$ cat config.mk
export PLATFORM = sky130hd
export DESIGN_NAME = wf_cic_comp
export DESIGN_NICKNAME = d
export VERILOG_FILES = /design/src/rtl/wf_comp_pkg.sv /design/src/rtl/wf_comp_mac.sv /design/src/rtl/wf_cic_comp.sv
export SDC_FILE = /design/constraint.sdc
export NUM_CORES = 2
export LEC_CHECK = 0
export CORE_ASPECT_RATIO = 0.6
export CORE_MARGIN = 3
export CORE_UTILIZATION = 45
export CTS_CLUSTER_SIZE = 8
export DETAILED_ROUTE_END_ITERATION = 12
export GPL_ROUTABILITY_DRIVEN = 0
export GPL_TIMING_DRIVEN = 0
export SLEW_MARGIN = 20
export SYNTH_ARGS = -nofsm -noshare
export SYNTH_HDL_FRONTEND = slang
export SYNTH_SLANG_ARGS = --single-unit
$ cat constraint.sdc
create_clock -name adc_clk -period 18.7 [get_ports adc_clk]
set_clock_uncertainty 0.15 [all_clocks]
set_input_delay 3.74 -clock adc_clk [delete_from_list [all_inputs] [get_ports adc_clk]]
set_output_delay 3.74 -clock adc_clk [all_outputs]
set_load 0.02 [all_outputs]
$ cat src/rtl/wf_comp_pkg.sv
// Shared constants, coefficient table and state encoding for the waterfall
// CIC droop-compensation stage.
package wf_comp_pkg;

    localparam int unsigned WF_COMP_TAPS = 11;
    localparam int unsigned WF_COMP_HALF = 6;
    localparam int unsigned COEF_W       = 18;
    localparam int unsigned COEF_FRAC    = 16;
    localparam int unsigned ACC_W        = 38;

    // Half of the symmetric impulse response; c[10-k] == c[k], taps sum to 65536.
    localparam logic signed [COEF_W-1:0] WF_COMP_COEF [WF_COMP_HALF] = '{
        -18'sd328, 18'sd656, -18'sd1311, 18'sd2621, -18'sd6554, 18'sd75368
    };

    typedef enum logic [1:0] {
        ST_IDLE = 2'd0,
        ST_BYP  = 2'd1,
        ST_MAC  = 2'd2,
        ST_RND  = 2'd3
    } wf_comp_state_e;

endpackage

$ cat src/rtl/wf_comp_mac.sv
// One channel of the compensation FIR: 11-deep delay line, symmetric pre-adder,
// multiplier, 38-bit accumulator, round/saturate and the output register.
// Ports:
//   clk_i, rst_ni       clock, synchronous active-low reset
//   shift_en_i          accept: shift din_i into the delay line, clear acc
//   acc_en_i            accumulate pre-added tap pair k_i
//   fir_ld_i            load rounded/saturated acc into dout_o
//   byp_ld_i            load delay-line head into dout_o
//   k_i                 tap-pair index 0..5
//   din_i / dout_o      signed sample in / registered sample out
module wf_comp_mac #(
    parameter int unsigned IN_WIDTH  = 16,
    parameter int unsigned COEF_W    = 18,
    parameter int unsigned COEF_FRAC = 16
) (
    input  logic                       clk_i,
    input  logic                       rst_ni,
    input  logic                       shift_en_i,
    input  logic                       acc_en_i,
    input  logic                       fir_ld_i,
    input  logic                       byp_ld_i,
    input  logic [2:0]                 k_i,
    input  logic signed [IN_WIDTH-1:0] din_i,
    output logic signed [IN_WIDTH-1:0] dout_o
);
    import wf_comp_pkg::*;

    localparam int unsigned PW = IN_WIDTH + 1;
    localparam int unsigned MW = PW + COEF_W;
    localparam logic signed [ACC_W-1:0] RND_HALF = ACC_W'(1) << (COEF_FRAC - 1);
    localparam logic signed [ACC_W-1:0] SAT_MAX  = ACC_W'({1'b0, {(IN_WIDTH-1){1'b1}}});
    localparam logic signed [ACC_W-1:0] SAT_MIN  = ~SAT_MAX;

    logic signed [IN_WIDTH-1:0] x_q [WF_COMP_TAPS];
    logic signed [IN_WIDTH-1:0] x_d [WF_COMP_TAPS];
    logic signed [ACC_W-1:0]    acc_q, acc_d;
    logic signed [IN_WIDTH-1:0] dout_q, dout_d;

    logic [3:0]                 km_c;
    logic signed [IN_WIDTH-1:0] xa_c, xb_c;
    logic signed [PW-1:0]       pre_c;
    logic signed [COEF_W-1:0]   coef_c;
    logic signed [MW-1:0]       prod_c;
    logic signed [ACC_W-1:0]    rnd_c;
    logic signed [IN_WIDTH-1:0] sat_c;

    // Pre-add mirrored taps (centre tap alone), multiply, round and clip.
    always_comb begin
        km_c   = 4'(WF_COMP_TAPS - 1) - {1'b0, k_i};
        xa_c   = x_q[k_i];
        xb_c   = (k_i == 3'(WF_COMP_HALF - 1)) ? '0 : x_q[km_c];
        pre_c  = PW'(xa_c) + PW'(xb_c);
        coef_c = COEF_W'(WF_COMP_COEF[k_i]);
        prod_c = pre_c * coef_c;
        rnd_c  = (acc_q + RND_HALF) >>> COEF_FRAC;
        if (rnd_c > SAT_MAX) begin
            sat_c = IN_WIDTH'(SAT_MAX);
        end else if (rnd_c < SAT_MIN) begin
            sat_c = IN_WIDTH'(SAT_MIN);
        end else begin
            sat_c = IN_WIDTH'(rnd_c);
        end
    end

    // Next-state for delay line, accumulator and output register.
    always_comb begin
        x_d    = x_q;
        acc_d  = acc_q;
        dout_d = dout_q;
        if (shift_en_i) begin
            x_d[0] = din_i;
            for (int unsigned i = 1; i < WF_COMP_TAPS; i++) begin
                x_d[i] = x_q[i-1];
            end
            acc_d = '0;
        end else if (acc_en_i) begin
            acc_d = acc_q + ACC_W'(prod_c);
        end
        if (fir_ld_i) begin
            dout_d = sat_c;
        end else if (byp_ld_i) begin
            dout_d = x_q[0];
        end
    end

    always_ff @(posedge clk_i) begin
        if (!rst_ni) begin
            for (int unsigned i = 0; i < WF_COMP_TAPS; i++) begin
                x_q[i] <= '0;
            end
            acc_q  <= '0;
            dout_q <= '0;
        end else begin
            x_q    <= x_d;
            acc_q  <= acc_d;
            dout_q <= dout_d;
        end
    end

    assign dout_o = dout_q;

endmodule

$ cat src/rtl/wf_cic_comp.sv
// Waterfall CIC droop-compensation stage: sequences a shared 6-step MAC over
// the I and Q channel datapaths, or passes samples straight through in bypass.
// Ports:
//   adc_clk, rst_n        clock, synchronous active-low reset
//   enable                1 = FIR, 0 = bypass (sampled on accept)
//   clr_overrun           pulse clearing the sticky overrun flag
//   in_strobe/in_i/in_q   decimated I/Q sample from the CIC
//   out_strobe/out_i/out_q  one-cycle valid and held I/Q result
//   busy                  state machine not idle
//   overrun               sticky: a strobe arrived while busy and was dropped
module wf_cic_comp #(
    parameter int unsigned IN_WIDTH  = 16,
    parameter int unsigned COEF_W    = 18,
    parameter int unsigned COEF_FRAC = 16
) (
    input  logic                       adc_clk,
    input  logic                       rst_n,
    input  logic                       enable,
    input  logic                       clr_overrun,
    input  logic                       in_strobe,
    input  logic signed [IN_WIDTH-1:0] in_i,
    input  logic signed [IN_WIDTH-1:0] in_q,
    output logic                       out_strobe,
    output logic signed [IN_WIDTH-1:0] out_i,
    output logic signed [IN_WIDTH-1:0] out_q,
    output logic                       busy,
    output logic                       overrun
);
    import wf_comp_pkg::*;

    wf_comp_state_e state_q, state_d;
    logic [2:0]     k_q, k_d;
    logic           out_strobe_q, out_strobe_d;
    logic           busy_q, busy_d;
    logic           overrun_q, overrun_d;
    logic           accept_c, acc_en_c, fir_ld_c, byp_ld_c;

    // Next-state and datapath controls; enable is captured in the BYP/MAC choice.
    always_comb begin
        state_d   = state_q;
        k_d       = k_q;
        overrun_d = overrun_q;
        accept_c  = 1'b0;
        acc_en_c  = 1'b0;
        fir_ld_c  = 1'b0;
        byp_ld_c  = 1'b0;
        case (state_q)
            ST_IDLE: begin
                if (in_strobe) begin
                    accept_c = 1'b1;
                    k_d      = '0;
                    state_d  = enable ? ST_MAC : ST_BYP;
                end
            end
            ST_BYP: begin
                byp_ld_c = 1'b1;
                state_d  = ST_IDLE;
            end
            ST_MAC: begin
                acc_en_c = 1'b1;
                if (k_q == 3'(WF_COMP_HALF - 1)) begin
                    state_d = ST_RND;
                end else begin
                    k_d = k_q + 3'd1;
                end
            end
            ST_RND: begin
                fir_ld_c = 1'b1;
                state_d  = ST_IDLE;
            end
            default: state_d = ST_IDLE;
        endcase
        // A dropped strobe wins over a same-cycle clear.
        if (clr_overrun) begin
            overrun_d = 1'b0;
        end
        if (in_strobe && (state_q != ST_IDLE)) begin
            overrun_d = 1'b1;
        end
        out_strobe_d = byp_ld_c | fir_ld_c;
        busy_d       = (state_d != ST_IDLE);
    end

    always_ff @(posedge adc_clk) begin
        if (!rst_n) begin
            state_q      <= ST_IDLE;
            k_q          <= '0;
            out_strobe_q <= 1'b0;
            busy_q       <= 1'b0;
            overrun_q    <= 1'b0;
        end else begin
            state_q      <= state_d;
            k_q          <= k_d;
            out_strobe_q <= out_strobe_d;
            busy_q       <= busy_d;
            overrun_q    <= overrun_d;
        end
    end

    assign out_strobe = out_strobe_q;
    assign busy       = busy_q;
    assign overrun    = overrun_q;

    wf_comp_mac #(
        .IN_WIDTH  (IN_WIDTH),
        .COEF_W    (COEF_W),
        .COEF_FRAC (COEF_FRAC)
    ) u_mac_i (
        .clk_i      (adc_clk),
        .rst_ni     (rst_n),
        .shift_en_i (accept_c),
        .acc_en_i   (acc_en_c),
        .fir_ld_i   (fir_ld_c),
        .byp_ld_i   (byp_ld_c),
        .k_i        (k_q),
        .din_i      (in_i),
        .dout_o     (out_i)
    );

    wf_comp_mac #(
        .IN_WIDTH  (IN_WIDTH),
        .COEF_W    (COEF_W),
        .COEF_FRAC (COEF_FRAC)
    ) u_mac_q (
        .clk_i      (adc_clk),
        .rst_ni     (rst_n),
        .shift_en_i (accept_c),
        .acc_en_i   (acc_en_c),
        .fir_ld_i   (fir_ld_c),
        .byp_ld_i   (byp_ld_c),
        .k_i        (k_q),
        .din_i      (in_q),
        .dout_o     (out_q)
    );

endmodule

==> flow_metrics.env <==
export IMPL_synth_async_reset_ratio=0
export IMPL_wire_per_inst_um=24.59
export IMPL_p_seq_frac=0.119
export IMPL_synth_area_leaders="fa_1, dfxtp_1, nand2_1"
export IMPL_vias=41400
export IMPL_startpoint_type="flip-flop"
export IMPL_irDropWorstVdd_mv=0.2342
export IMPL_drcViolationCount=0
export IMPL_hold_end="u_mac_q.dout_o[8]"
export IMPL_cts_tree="done"
export IMPL_fin_crit_ns=14.27
export IMPL_area_delta_synth_final_pct=9.175
export IMPL_firstDrtPassIters=8
export IMPL_drv_slew=0
export IMPL_critPathArrivalTime_ns=14.65
export IMPL_drive_gt1_frac=0.04997
export IMPL_hold_viol_final=0
export IMPL_reg2reg_from="k_q[1]"
export IMPL_cts_root_buffer="clkbuf_16"
export IMPL_post_cts_resized=0
export IMPL_r2r_slack_ns=4.43
export IMPL_min_from="u_mac_q.dout_o[8]"
export IMPL_die_h_um=263.6
export IMPL_num_io_pins=72
export IMPL_rows=93
export IMPL_hold_depth=2
export IMPL_path_common_cell="fa_1"
export IMPL_finalSetupViolCount=0
export IMPL_clk_transition_reported_paths_ns=0.06
export IMPL_synth_edf_count=0
export IMPL_p_clk_frac=0.123
export IMPL_power_density_mw_per_mm2=173.9
export IMPL_final_setup_worst_slack_ns=4.428
export IMPL_fp_coreArea_mm2=0.1086
export IMPL_r2r_end="u_mac_q.acc_q[36]"
export IMPL_fin_cells=7297
export IMPL_avgSynthCellArea_um2=8.781
export IMPL_drt_iter0_markers=5138
export IMPL_ys_seq_area_frac=0.1882
export IMPL_routed_wirelength_mm=179.4
export IMPL_static_leakage_power_nw=23.41
export IMPL_swShare=0.5210
export IMPL_die_area_mm2=0.1148
export IMPL_postCtsSetupRepairBufs=0
export IMPL_dp_hpwl_mm=147.8
export IMPL_initial_core_util=0.4586
export IMPL_cp_max_fo=10
export IMPL_max_freq_ghz=0.07006
export IMPL_status="complete, no violations"
export IMPL_synth_main_ff_cell="dfxtp_1"
export IMPL_worstHoldPathType="reg2reg"
export IMPL_die_w_um=435.4
export IMPL_place_port_buffers=71
export IMPL_mappedNetlistArea_mm2=0.04979
export IMPL_htree_levels=3
export IMPL_grt_usage=0.3146
export IMPL_antenna_found_initial=3
export IMPL_combPwrFrac=0.759
export IMPL_cp_required_ns=19.08
export IMPL_ys_types=84
export IMPL_cts_path_max_buffers=3
export IMPL_maxCapViolations=0
export IMPL_critPathCaptureType="flip-flop"
export IMPL_p_total_mw=9.453
export IMPL_cts_sinks=468
export IMPL_final_util=0.5007
export IMPL_tightest_slew_ns=1.260
export IMPL_clkLatencyLatePin_ns=0.68
export IMPL_dp_cells=7219
export IMPL_antenna_left=0
export IMPL_fin_setup_tns_ns=0
export IMPL_via_per_inst=5.673
export IMPL_grt_pass1_vias=40130
export IMPL_fin_nets=6858
export IMPL_p_sw_mw=4.925
export IMPL_grt_pass1_wl_mm=267.7
export IMPL_synth_top_area_cell="fa_1"
export IMPL_syn_instance_count=5670
export IMPL_critPathKind="reg2reg"
export IMPL_synth_nets=6711
export IMPL_place_ws_ns=4.816
export IMPL_ys_ff_latch=468
export IMPL_cp_slowest_stage_delay_ns=0.82
export IMPL_reg2regPathDepth=43
export IMPL_rsz0062_at_grt="no"
export IMPL_cts_buffers=68
export IMPL_gr_total_overflow=0
export IMPL_synth_top_area_share=0.2855
export IMPL_p_int_mw=4.527
export IMPL_crit_slowest_cell="buf_1"
export IMPL_slew_headroom=0.1597
export IMPL_cts_hold_buffers=0
export IMPL_grt_max_degree=17
export IMPL_period_share=0.7632
export IMPL_synth_warnings=0
## power by group through the flow
stage	clock (mW)	sequential [mW]	combinational [mW]
after global routing	1.21	1.12	8.05
after CTS	1.17	1.11	7.04
after global placement	0	1.13	6.92
after floorplan	0	1.10	5.11
after detailed placement	0	1.13	6.96
final	1.16	1.12	7.17
## cells in the final DEF (no fill, tap or decap), types with 97 or more instances in the layout
cell type	count
clkbuf_1	236
o21ai_0	108
a21boi_0	360
mux4_2	128
xnor2_1	97
nand2_1	1229
inv_1	910
nor2_1	283
fa_1	710
a21oi_1	178
ha_1	294
dfxtp_1	468
## per-layer routing
| layer | up-vias | global-route usage | wire, um |
|---|---|---|---|
| li1 | 18210 | - | - |
| met5 | - | 0 | 0 |
| met2 | 2601 | 0.3671 | 60920 |
| met4 | 0 | 0.08550 | 5318 |
| met3 | 287 | 0.1560 | 30580 |
| met1 | 20300 | 0.4899 | 82600 |
## metrics by stage
stage | hold WS [ns] | cell area, um2
global route | 0.3347 | 54350
finish | 0.3010 | 54350
floorplan | 0.2862 | 49790
detailed placement | 0.2885 | 52510
CTS | 0.3025 | 54340
global placement | 0.2827 | 52340
## cell type report
cell class / instances / area (um2)
timing repair buffer: 77 / 795.8
buffer: 282 / 1099
fill: 10260 / 54210
antenna: 1 / 2.502
clock inverter: 6 / 113.9
sequential: 468 / 9369
multi-input combinational: 3992 / 35930
inverter: 928 / 3483
tap: 1472 / 1842
clock buffer: 71 / 1723
## synthesized netlist by cell type, types with 5 or more instances
library cell / instances
a211oi_1: 23
a21boi_0: 360
a21o_1: 41
a21oi_1: 180
a22o_1: 19
a2bb2oi_1: 15
a31oi_1: 15
and2_1: 62
and3_1: 20
and4_1: 5
buf_1: 25
buf_2: 13
clkbuf_1: 243
clkinv_1: 8
dfxtp_1: 468
fa_1: 710
ha_1: 294
inv_1: 910
inv_2: 10
mux2i_1: 36
mux4_2: 128
nand2_1: 1229
nand2b_1: 14
nand3_1: 53
nand4_1: 8
nor2_1: 290
nor2b_1: 22
nor3_1: 21
nor4_1: 7
o211ai_1: 28
o21a_1: 28
o21ai_0: 109
o21ai_1: 33
o21bai_1: 13
o31ai_1: 5
or2_2: 6
or3_1: 10
xnor2_1: 98
xor2_1: 29
## worst max-delay path, delay by kind of cell, from the launching register on
family / cells / cell delay [ns]
adder cells (fa/ha/maj): 10 / 4.53
buffers and inverters: 11 / 3.98
AO/OA/AOI/OAI: 14 / 3.01
AND/OR/NAND/NOR: 5 / 0.98
XOR/XNOR: 2 / 0.84
flip-flops: 1 / 0.36
multiplexers: 1 / 0.25
## logic make-up after synthesis
logic type	Yosys count	synth area share
simple gates	1769	0.1455
buf+inv	1210	0.09170
mux	165	0.06537
xor+xnor	132	0.02398
compound gates	922	0.1259
flops	468	0.1882
fa+ha+maj	1004	0.3594
## state kept, by name (all words and copies together), names as in the netlist
name,flops
busy,1
u_mac_q.acc_q,38
k_q,3
state_q,2
u_mac_q.dout_o,16
out_strobe,1
overrun,1
u_mac_i.dout_o,16
u_mac_q.x_q,176
u_mac_i.x_q,176
u_mac_i.acc_q,38
## worst max path at each step
stage,end,depth (start not counted),slack [ns],start
after CTS,u_mac_q.acc_q[36],43,4.73,k_q[1]
final,u_mac_q.acc_q[36],43,4.43,k_q[1]
after global placement,u_mac_i.acc_q[36],35,4.07,k_q[1]
after floorplan,u_mac_q.acc_q[36],43,7.91,k_q[1]
after detailed placement,u_mac_q.acc_q[36],43,4.82,k_q[1]
after global routing,u_mac_q.acc_q[36],43,3.82,k_q[1]
Power figures use the tool's default switching activity.
